==> src/rtl/btn_conditioner_if.sv <==
// Raw button/switch inputs and conditioned
// levels/pulses between board pins and the selector.
interface btn_conditioner_if;
  logic pause_btn;
  logic rst_btn;
  logic sel_sw;
  logic adj_sw;
  logic pause;
  logic pause_pulse;
  logic rst_level;
  logic rst_pulse;
  logic sel;
  logic adj;

  modport master (
    output pause_btn, rst_btn, sel_sw, adj_sw,
    input  pause, pause_pulse, rst_level,
    input  rst_pulse, sel, adj
  );

  modport slave (
    input  pause_btn, rst_btn, sel_sw, adj_sw,
    output pause, pause_pulse, rst_level,
    output rst_pulse, sel, adj
  );
endinterface

==> src/rtl/btn_conditioner.sv <==
// Synchronise and debounce four raw board inputs,
// with press pulses on the pause and reset buttons.
module btn_conditioner #(
  parameter int DEB_CYCLES = 500000,
  parameter int CNT_W      = 19
) (
  input logic             clk,
  input logic             reset,
  btn_conditioner_if.slave io
);

  localparam logic [CNT_W-1:0] LIM = CNT_W'(DEB_CYCLES - 1);

  // channel order: 0 pause, 1 rst, 2 sel, 3 adj
  logic [3:0]       raw;
  logic [3:0]       s1;
  logic [3:0]       s2;
  logic [3:0]       stable;
  logic [CNT_W-1:0] cnt [4];
  logic [1:0]       prev;
  logic [1:0]       pulse;

  assign raw = {io.adj_sw, io.sel_sw,
                io.rst_btn, io.pause_btn};

  always_ff @(posedge clk or negedge reset) begin
    if (!reset) begin
      s1     <= '0;
      s2     <= '0;
      stable <= '0;
      for (int i = 0; i < 4; i++) cnt[i] <= '0;
    end else begin
      s1 <= raw;
      s2 <= s1;
      for (int i = 0; i < 4; i++) begin
        if (s2[i] == stable[i]) begin
          cnt[i] <= '0;
        end else if (cnt[i] >= LIM) begin
          stable[i] <= s2[i];
          cnt[i]    <= '0;
        end else begin
          cnt[i] <= cnt[i] + CNT_W'(1);
        end
      end
    end
  end

  // prev clears on reset so a held button cannot pulse out of reset
  always_ff @(posedge clk or negedge reset) begin
    if (!reset) begin
      prev  <= '0;
      pulse <= '0;
    end else begin
      prev  <= stable[1:0];
      pulse <= stable[1:0] & ~prev;
    end
  end

  assign io.pause       = stable[0];
  assign io.rst_level   = stable[1];
  assign io.sel         = stable[2];
  assign io.adj         = stable[3];
  assign io.pause_pulse = pulse[0];
  assign io.rst_pulse   = pulse[1];

endmodule

==> src/flat_wrapper.sv <==
// flat-port wrapper written by rule: the top's interface ports become plain ports
module btn_conditioner_flat 
#(
  parameter int DEB_CYCLES = 500000,
  parameter int CNT_W      = 19
)
  (clk, reset, io_pause_btn, io_rst_btn, io_sel_sw, io_adj_sw, io_pause, io_pause_pulse, io_rst_level, io_rst_pulse, io_sel, io_adj);
  btn_conditioner_if io_i ();
  input logic clk;
  input logic reset;
  input wire logic [$bits(io_i.pause_btn)-1:0] io_pause_btn;
  input wire logic [$bits(io_i.rst_btn)-1:0] io_rst_btn;
  input wire logic [$bits(io_i.sel_sw)-1:0] io_sel_sw;
  input wire logic [$bits(io_i.adj_sw)-1:0] io_adj_sw;
  output wire logic [$bits(io_i.pause)-1:0] io_pause;
  output wire logic [$bits(io_i.pause_pulse)-1:0] io_pause_pulse;
  output wire logic [$bits(io_i.rst_level)-1:0] io_rst_level;
  output wire logic [$bits(io_i.rst_pulse)-1:0] io_rst_pulse;
  output wire logic [$bits(io_i.sel)-1:0] io_sel;
  output wire logic [$bits(io_i.adj)-1:0] io_adj;
  assign io_i.pause_btn = io_pause_btn;
  assign io_i.rst_btn = io_rst_btn;
  assign io_i.sel_sw = io_sel_sw;
  assign io_i.adj_sw = io_adj_sw;
  assign io_pause = io_i.pause;
  assign io_pause_pulse = io_i.pause_pulse;
  assign io_rst_level = io_i.rst_level;
  assign io_rst_pulse = io_i.rst_pulse;
  assign io_sel = io_i.sel;
  assign io_adj = io_i.adj;
  btn_conditioner #(.DEB_CYCLES(DEB_CYCLES), .CNT_W(CNT_W)) u_core (.clk(clk), .reset(reset), .io(io_i));
endmodule
==> config.mk <==
export PLATFORM = sky130hd
export DESIGN_NAME = btn_conditioner_flat
export DESIGN_NICKNAME = d
export VERILOG_FILES = /design/src/rtl/btn_conditioner_if.sv /design/src/rtl/btn_conditioner.sv /design/src/flat_wrapper.sv
export SDC_FILE = /design/constraint.sdc
export NUM_CORES = 1
export LEC_CHECK = 0
export BUFFER_PORTS_ARGS = -buffer_cell sky130_fd_sc_hd__buf_4
export CORE_MARGIN = 4
export CORE_UTILIZATION = 53
export CTS_BUF_LIST = sky130_fd_sc_hd__clkbuf_16
export DETAILED_ROUTE_END_ITERATION = 8
export GPL_TIMING_DRIVEN = 0
export HOLD_SLACK_MARGIN = 0.12
export PLACE_DENSITY = 0.72
export RECOVER_POWER = 25
export SYNTH_ARGS = -nofsm -noshare
export SYNTH_HDL_FRONTEND = slang
export SYNTH_SLANG_ARGS = --single-unit
==> constraint.sdc <==
create_clock -name clk -period 2 [get_ports clk]
set_input_delay 0.4 -clock clk [delete_from_list [all_inputs] [get_ports clk]]
set_output_delay 0.4 -clock clk [all_outputs]
set_load 0.005 [all_outputs]
==> results.cfg, run 1 <==
[critical_path]
crit_path_max_incr_delay_ps = 530
cp_num_cells = 7
startpoint_type = register
cp_top_family = simple AND/OR/NAND/NOR gates
r2r-end = u_core.cnt[53]
crit_buf_inv = 2
r2r_setup_slack_ps = 40
cp_max_fo = 10
path_class = register to register
endpoint_kind = register
path_cells = or4b_4, or3_1, a31oi_2, or3_1, buf_6, buf_8, nor2_1
reg2reg_depth = 7
critical_path.slowest_cell = or4b_4
cp.arrival_ps = 2180
r2r_start = u_core.cnt[50]
cpMostUsedCell = or3_1
required_ps = 2220

[yosys]
ys_types = 41
syn_area_um2 = 4250
syn_avg_cell_area_um2 = 10.3
netlist_instances = 413
synth-seq-cells = 92
ys_warn_count = 0
seq_area_frac_synth_pct = 54.2
synth.net_count = 423

[clock_tree]
cts_buffers = 9
htreeDepth = 3
clock_latency_ps = 330
clockBufferDepth = 2
hold_buffers = 0
cts_tree = yes
clk_pin_slew_ps = 70
root_buffer = clkbuf_16
clock_sinks = 92

[routing]
wl_per_cell_um = 13.2
drt_first_pass_iters = 4
drc = 0
vias_per_cell = 5.38
drtAntennaViolNets = 0
drt_iter0_drc = 83
vias = 2952
wirelength_mm = 7.26

[placement]
portBuffers = 11
place.gp.congestion = 0.814
hpwl_mm = 4.70
placed_cell_area_um2 = 4460

[finish]
final_cell_area_um2 = 4870
antenna_cells = 0
area_growth_pct = 14.7
fin_util_pct = 62.7
fillers = 622
nets = 453
drive_gt1_share_pct = 13.9

[global_routing]
overflow = 0
grt_pass1_vias = 2954
antenna_found_initial = 0
grt_max_degree = 93
grt_pass1_wl_mm = 13.1
grtUsageTotal_pct = 16.5

[power]
vdd_drop_max_v = 0.000408
power_density_nw_per_um2 = 761
power_w = 0.00371
p_leak_nw = 2.15

[min_path]
hold_path_class = input port to register
hold_start = io_rst_btn
hold_path_end = u_core.s1[1]
min_path_cells = 1

[timing]
tightest_slew_ps = 1210
fmax_ghz = 0.509
slew_violations = 0
fin_crit_sh_pct = 98.2
tns_ps = 0
setup_violations = 0
fin_skew_ps = 9.57
hold_violations = 0
hold_slack_ps = 189
relSlewSlack_pct = 19.2
period_minus_slack_ps = 1960
rsz0062_at_grt = true

[run_status]
outcome = complete, no violations

[floorplan]
rows = 32
io_pins = 12
die_w_um = 97.5
core_region_area_um2 = 7770
start_util_pct = 54.7
fp.dieH_um = 97.5
die_area_um2 = 9510

[job]
max_cap_violations = 0
-- where the power goes --
part | total [W] | switching, W | internal (W)
Sequential | 0.00191 | 0.0000258 | 0.00189
Combinational | 0.000125 | 0.0000805 | 0.0000442
Clock | 0.00167 | 0.000707 | 0.000961
Total | 0.00371 | 0.000813 | 0.00289
-- flip-flops by register name, summed over array words and instances, names as in the netlist --
signal         count
u_core.pulse       2
u_core.stable      4
u_core.s1          4
u_core.prev        2
u_core.cnt        76
u_core.s2          4
-- cell usage in the layout (no fill, tap or decap), drive strengths merged, types with 8 or more instances in the layout --
cell type	n
and4	8
dfrtp	92
and3	10
clkbuf	16
xor2	44
nor2	90
nand4	19
nand3	26
nand2	28
xnor2	27
buf	18
-- worst register-to-register path, cell delays in order, from the launching register on --
cell,delay [ps]
dfrtp_1,380
or4b_4,530
or3_1,330
a31oi_2,170
or3_1,140
buf_6,110
buf_8,130
nor2_1,50
-- metrics by stage --
step                      worst slack [ps]  cells
after floorplan                        144    413
after global placement                -133    526
after detailed placement              -162    526
after CTS                           -0.585    547
after global routing                 -36.5    549
final                                 36.0    549
-- worst max-delay path by stage --
stage | startpoint | to | slack, ps
CTS | u_core.cnt[52] | u_core.cnt[48] | -0.6
finish | u_core.cnt[50] | u_core.cnt[53] | 40
global route | u_core.cnt[50] | u_core.cnt[49] | -40
floorplan | u_core.cnt[52] | u_core.cnt[52] | 140
global placement | u_core.cnt[19] | u_core.cnt[29] | -130
detailed placement | u_core.cnt[19] | u_core.cnt[30] | -160
-- synth_stat cells --
master	count	share of area, %
nand3b_1	1	0.18
nand2_1	27	2.4
nor2_1	90	8.0
nor4b_1	1	0.21
or4_1	1	0.18
buf_4	1	0.18
o31ai_2	1	0.29
nand3_1	25	2.9
nor2b_1	3	0.44
inv_1	6	0.53
clkbuf_1	2	0.18
and4_1	8	1.6
and3_1	10	1.5
o21ai_0	5	0.59
nor3_1	6	0.71
o21ai_2	1	0.21
buf_2	1	0.12
dfrtp_1	92	54
xnor2_1	27	5.6
nand2_2	1	0.15
nand3_2	1	0.24
nor4_1	4	0.59
ha_1	4	1.2
a31oi_1	2	0.29
o21a_1	2	0.35
xor2_1	44	9.1
mux2_2	4	1.1
nand4_1	19	2.8
and3b_1	1	0.21
nand4b_1	1	0.21
or4b_1	1	0.24
a311o_1	1	0.24
o31ai_1	2	0.35
o311a_1	1	0.24
a21oi_1	3	0.35
buf_8	1	0.35
or2_2	3	0.44
a2111o_1	1	0.26
buf_6	1	0.26
and2_1	4	0.59
or3_1	4	0.59
-- routing by layer --
metal	wire length, um	vias up	global-route usage (%)	share of wire [%]
met5	0	-	0	0
met4	129	0	6.39	1.8
met3	177	10	2.94	2.4
met1	3520	1443	22.8	49
li1	-	1464	-	-
met2	3430	35	26.1	47
-- area by class of cell --
| class | instances | area (um^2) | area share, % |
|---|---|---|---|
| plain buffers | 5 | 45.0 | 0.924 |
| clock buffers | 9 | 225 | 4.62 |
| clock inverters | 6 | 66.3 | 1.36 |
| inverters | 6 | 22.5 | 0.462 |
| multi-input cells | 309 | 1930 | 39.7 |
| flip-flops and latches | 92 | 2300 | 47.3 |
| well taps | 102 | 128 | 2.62 |
| repair buffers | 20 | 150 | 3.08 |
-- cell families after synthesis --
logic type	count (synthesis)	share of synthesized area, %
compound gates	19	3.18
xor+xnor	71	14.6
fa+ha+maj	4	1.18
mux	4	1.06
flops	92	54.2
simple gates	211	24.1
buf+inv	12	1.62
-- timing repair --
action | CTS | global route
endpoints found under the setup margin | 41 | 40
gates resized for setup | 8 | 10
setup buffers | 7 | 2
pin swaps | 3 | 1
Power figures use the tool's default switching activity.
==> inputs of run 2 (changes only) <==
- CTS_BUF_LIST: sky130_fd_sc_hd__clkbuf_16 -> sky130_fd_sc_hd__clkbuf_8
==> run 2 against run 1 <==
The flow now finishes with violations (setup timing). Sequential share of layout area up 0.40 points. Clock power down 28%. Register-to-register slack lost 40 ps. Cell count is 0.91% higher. Routed wire length fell by 0.33%. Maximum frequency shrank 1.8%. Global-route usage down 0.30 points. Via count grew 0.95%. Setup slack got worse by 37 ps. Largest cell class unchanged. Largest power group unchanged. Highest routed layer unchanged.
==> results.cfg, run 2 (same netlist as run 1, synthesis figures left out) <==
[run_status]
outcome = complete, but fails checks
violations = setup timing

[clock_tree]
clockBufferDepth = 2
clk_pin_slew_ps = 90
clock_sinks = 92
clock_latency_ps = 360
cts_buffers = 9
cts_tree = yes
root_buffer = clkbuf_8
htreeDepth = 3

[power]
p_int_w = 0.00251
power_frac_comb_pct = 4.2
sw_frac_of_total_pct = 23.1
power_density_nw_per_um2 = 675
power.share.sequential_pct = 58.6
pwr-share-clk_pct = 37.2
power.switching_w = 0.000753
vdd_drop_max_v = 0.000379
p_leak_nw = 2.13

[timing]
hold_slack_ps = 172
relSlewSlack_pct = 20.0
fin_crit_sh_pct = 100
setup_violations = 1
tightest_slew_ps = 1200
slew_violations = 0
fin_skew_ps = 9.90
rsz0062_at_grt = true
setup_slack_ps = -0.873
period_minus_slack_ps = 2000
hold_violations = 0
tns_ps = -0.873
fmax_ghz = 0.500

[critical_path]
path_cells = or4b_4, or3_1, a31oi_2, or3_1, buf_6, clkbuf_16, nor2_1
reg2reg_depth = 7
crit_buf_inv = 2
r2r_setup_slack_ps = -0.9
required_ps = 2240
cp_max_fo = 7
path_class = register to register
critical_path.slowest_cell = or4b_4
crit_path_max_incr_delay_ps = 530
endpoint_kind = register
cpMostUsedCell = or3_1
cp.arrival_ps = 2240
startpoint_type = register
cp_top_family = simple AND/OR/NAND/NOR gates
cp_num_cells = 7

[placement]
portBuffers = 11
place.gp.congestion = 0.814
hpwl_mm = 4.70
place_ws_ps = -162

[routing]
wirelength_mm = 7.24
vias = 2980
vias_per_cell = 5.38
drt_first_pass_iters = 4
drc = 0
drtAntennaViolNets = 0
drt_iter0_drc = 79
wl_per_cell_um = 13.1

[finish]
fin_util_pct = 62.2
largest_register = u_core.cnt
layout_commonest_cell = dfrtp_1
drive_gt1_share_pct = 14.8
area_growth_pct = 13.7
largest_reg_flops = 76
antenna_cells = 0
layout_common_cells = dfrtp_1 (91), nor2_1 (87), xor2_1 (44)
nets = 458

[global_routing]
grt_max_degree = 93
grtUsageTotal_pct = 16.2
grt_pass1_vias = 2945
grt_pass1_wl_mm = 12.9
antenna_found_initial = 0
overflow = 0

[min_path]
min_path_cells = 1
hold_path_class = input port to register

[floorplan]
core_region_area_um2 = 7770
die_w_um = 97.5
start_util_pct = 54.7
fp.dieH_um = 97.5
die_area_um2 = 9510
rows = 32
io_pins = 12

[job]
max_cap_violations = 0
## run 2: changes by cell type in the layout (fill, tap and decap cells not counted)
cell,previous run,this run
dlygate4sd3_1,0,1
buf_4,16,19
clkbuf_8,0,9
nor2_2,1,3
clkbuf_16,9,1
ha_1,2,3
nor2_1,89,87
ha_2,2,1
## run 2: power by group through the flow
| stage | combinational (W) | clock [W] | sequential (W) |
|---|---|---|---|
| floorplan | 0.0000604 | 0 | 0.00194 |
| global route | 0.000158 | 0.00135 | 0.00192 |
| finish | 0.000136 | 0.00121 | 0.00191 |
| global placement | 0.000116 | 0 | 0.00195 |
| CTS | 0.000130 | 0.00126 | 0.00191 |
| detailed placement | 0.000119 | 0 | 0.00195 |
## run 2: area by class of cell
cell class | count | area (um^2)
plain buffers | 5 | 45.0
clock buffers | 9 | 124
clock inverters | 6 | 66.3
fillers | 638 | 2940
inverters | 6 | 22.5
multi-input cells | 309 | 1940
flip-flops and latches | 92 | 2300
well taps | 102 | 128
repair buffers | 25 | 208
## run 2: worst paths after layout
kind,startpoint,endpoint
min reg2reg,u_core.s1[3],u_core.s2[3]
max in group asynchronous,reset,u_core.cnt[51]
max reg2reg,u_core.cnt[50],u_core.cnt[53]
min,io_adj_sw,u_core.s1[3]
min in group asynchronous,reset,u_core.cnt[54]
max,u_core.cnt[50],u_core.cnt[53]
## run 2: through the flow
| step | instances | power, W | area [um^2] |
|---|---|---|---|
| 5_1_grt | 554 | 0.00342 | 4830 |
| 3_5_place_dp | 526 | 0.00207 | 4460 |
| 2_1_floorplan | 413 | 0.00200 | 4250 |
| 3_3_place_gp | 526 | 0.00206 | 4460 |
| 6_report | 554 | 0.00326 | 4830 |
| 4_1_cts | 550 | 0.00331 | 4740 |
## run 2: layer usage
layer  part of all wire, %  track usage [%]  routed length (um)  vias to the layer above
met3                   3.2             2.73                 229                       12
met5                     0                0                   0                        -
li1                      -                -                   -                     1467
met1                    47             22.3                3430                     1461
met4                   1.9             6.39                 134                        0
met2                    48             25.7                3440                       40
## run 2: worst reg2reg max path: cells and delay by family (launching register included)
kind	cells	cell delay, ps
simple gates	4	1040
flops	1	380
buf+inv	2	290
compound gates	1	170
## run 2: what timing repair did
action,in CTS,in global routing
setup buffers,10,2
hold endpoints to repair,0,1
setup endpoints to repair,41,39
pin swaps,3,1
resized for setup,7,12
cloned,0,1
hold buffers,0,1
==> inputs of run 3 (changes only) <==
- ABC_AREA: unset -> 1
==> run 3 against run 2 <==
The flow now finishes without violations. First-iteration DRC count is 29% higher. Area after synthesis is 19% higher. Sequential share of layout area shrank 5.5 points. Clock power shrank 6%. Routed wire length rose by 25%. Combinational power is 3% higher. Clock skew grew 2.0 ps. Cell count grew 40%. Worst hold slack worse by 11 ps. Flip-flop and latch count unchanged. Register-to-register slack gained 270 ps. Largest cell class is now multi-input combinational cells. Highest routed layer unchanged.
==> results.cfg, run 3 <==
[routing]
drtAntennaViolNets = 0
vias = 3864
drt_first_pass_iters = 5
drc = 0
wl_per_cell_um = 11.7
vias_per_cell = 4.97
wirelength_mm = 9.08
drt_iter0_drc = 102

[critical_path]
endpoint_kind = register
r2r_setup_slack_ps = 270
startpoint_type = register
path_class = register to register
cp_max_fo = 10
r2r_start = u_core.cnt[57]
reg2reg_depth = 9
required_ps = 2240
r2r-end = u_core.cnt[70]
cp.arrival_ps = 1970

[placement]
place_ws_ps = 270
hpwl_mm = 6.66
portBuffers = 11
placed_cell_area_um2 = 5290
place.gp.congestion = 0.929

[global_routing]
use_met3_pct = 2.45
grt_busiest_layer = met2
grtUsageTotal_pct = 17.6
antenna_found_initial = 0
grt_pass1_wl_mm = 16.4
grt_use_met2_pct = 29.8
overflow = 0
grt_max_degree = 93
grt_pass1_vias = 3843
grtUsageMet1_pct = 22.6

[clock_tree]
htreeDepth = 3
clk_pin_slew_ps = 100
hold_buffers = 0
cts_tree = yes
cts_buffers = 9
cts_resized = 0
clock_latency_ps = 360
clock_sinks = 92
clockBufferDepth = 2
root_buffer = clkbuf_8
post_cts_buffers = 0

[timing]
hold_slack_ps = 160
relSlewSlack_pct = 19.3
setup_violations = 0
fin_crit_sh_pct = 86.5
slew_violations = 0
setup_slack_ps = 269
tns_ps = 0
hold_violations = 0
period_minus_slack_ps = 1730
rsz0062_at_grt = false
tightest_slew_ps = 1210
fin_skew_ps = 11.9
fmax_ghz = 0.578

[power]
p_leak_nw = 2.40
pwr-share-clk_pct = 35.7
power_density_nw_per_um2 = 585
p_int_w = 0.00239
power_frac_comb_pct = 4.4
power.share.sequential_pct = 59.9
power.switching_w = 0.000808
vdd_drop_max_v = 0.000306
sw_frac_of_total_pct = 25.3

[floorplan]
core_region_area_um2 = 9240
start_util_pct = 54.6
die_area_um2 = 11100
die_w_um = 106
rows = 35
fp.dieH_um = 106
io_pins = 12

[yosys]
syn_avg_cell_area_um2 = 8.11
synthFlopType = dfrtp_1
netlist_instances = 622
synth-edff-count = 0
syn_area_um2 = 5050
ys_warn_count = 0
synthTopCellsByCount = nand2_1 (155), nor2_1 (118), dfrtp_1 (92)
synthArstFlopShare_pct = 100
yosysTopAreaCellShare_pct = 45.6
seq_area_frac_synth_pct = 45.6
synth.most_common_cell = nand2_1
ys_types = 29
ys_top_cells_by_area = dfrtp_1 (46%), nand2_1 (12%), nor2_1 (8.8%), xor2_1 (7.3%), inv_1 (4.4%)
synth_top_area_cell = dfrtp_1
synth.net_count = 632
synth-seq-cells = 92

[min_path]
hold_path_end = u_core.s1[2]
hold_path_class = input port to register
hold_start = io_sel_sw
min_path_cells = 1

[run_status]
outcome = complete, no violations

[finish]
area_growth_pct = 8.31
final_cell_area_um2 = 5470
nets = 654
largest_register = u_core.cnt
layout_common_cells = nand2_1 (155), nor2_1 (118), dfrtp_1 (92)
largest_reg_flops = 76
drive_gt1_share_pct = 14.9
fillers = 833
antenna_cells = 0
layout_commonest_cell = nand2_1

[job]
max_cap_violations = 0
## run 3: cell count changes after synthesis, sizes merged, moves of 8 or more
cell   delta
and3     -10
inv      +55
and4      -8
nand2   +138
xnor2    -15
nor2     +69
nand3     +8
## run 3: how the worst max path moves through the flow
stage	startpoint	endpoint	cells past startpoint
after floorplan	u_core.cnt[57]	u_core.cnt[70]	9
after global placement	u_core.cnt[57]	u_core.cnt[70]	9
after detailed placement	u_core.cnt[57]	u_core.cnt[70]	9
after CTS	u_core.cnt[57]	u_core.cnt[70]	9
after global routing	u_core.cnt[57]	u_core.cnt[70]	9
final	u_core.cnt[57]	u_core.cnt[70]	9
## run 3: power groups by stage
stage	Clock, W	Combinational (W)	Sequential (W)
CTS	0.00117	0.000146	0.00191
finish	0.00114	0.000140	0.00191
floorplan	0	0.0000859	0.00195
global placement	0	0.000143	0.00195
detailed placement	0	0.000147	0.00195
global route	0.00125	0.000164	0.00192
## run 3: cell type report
| type | count | area, um^2 | share of cell area, % |
|---|---|---|---|
| tap | 129 | 161 | 2.95 |
| buffer | 4 | 62.6 | 1.14 |
| multi-input combinational | 465 | 2450 | 44.9 |
| timing repair buffer | 11 | 82.6 | 1.51 |
| sequential | 92 | 2300 | 42.1 |
| inverter | 61 | 229 | 4.19 |
| clock inverter | 7 | 51.3 | 0.939 |
| clock buffer | 9 | 124 | 2.27 |
## run 3: stage by stage
step | cells | util [%] | power (W)
after floorplan | 622 | - | 0.00203
after global placement | 762 | 57.3 | 0.00209
after detailed placement | 762 | 57.3 | 0.00210
after CTS | 778 | 59.1 | 0.00323
after global routing | 778 | 59.1 | 0.00333
final | 778 | 59.1 | 0.00320
## run 3: layer usage
metal / vias to the layer above / share of wire, % / routed length [um]
met2: 55 / 49 / 4410
met3: 14 / 2.7 / 242
met5: - / 0 / 0
li1: 1982 / - / -
met1: 1813 / 47 / 4240
met4: 0 / 2.1 / 193
## run 3: cells by family after synthesis
group                    Yosys count  synth area share, %
AO/OA/AOI/OAI                     18                 2.28
flip-flops                        92                 45.6
XOR/XNOR                          54                 9.37
adder cells (fa/ha/maj)            4                0.992
AND/OR/NAND/NOR                  389                 36.0
buffers and inverters             65                 5.78
## run 3: critical path, stage by stage, from the launching register on
cell and delay (ps):
dfrtp_1 420, ha_1 300, nand2_1 110, inv_1 70
nand2_1 50, nor2_1 120, nand3_2 120, nand4_4 190
buf_6 190, nor2_2 40
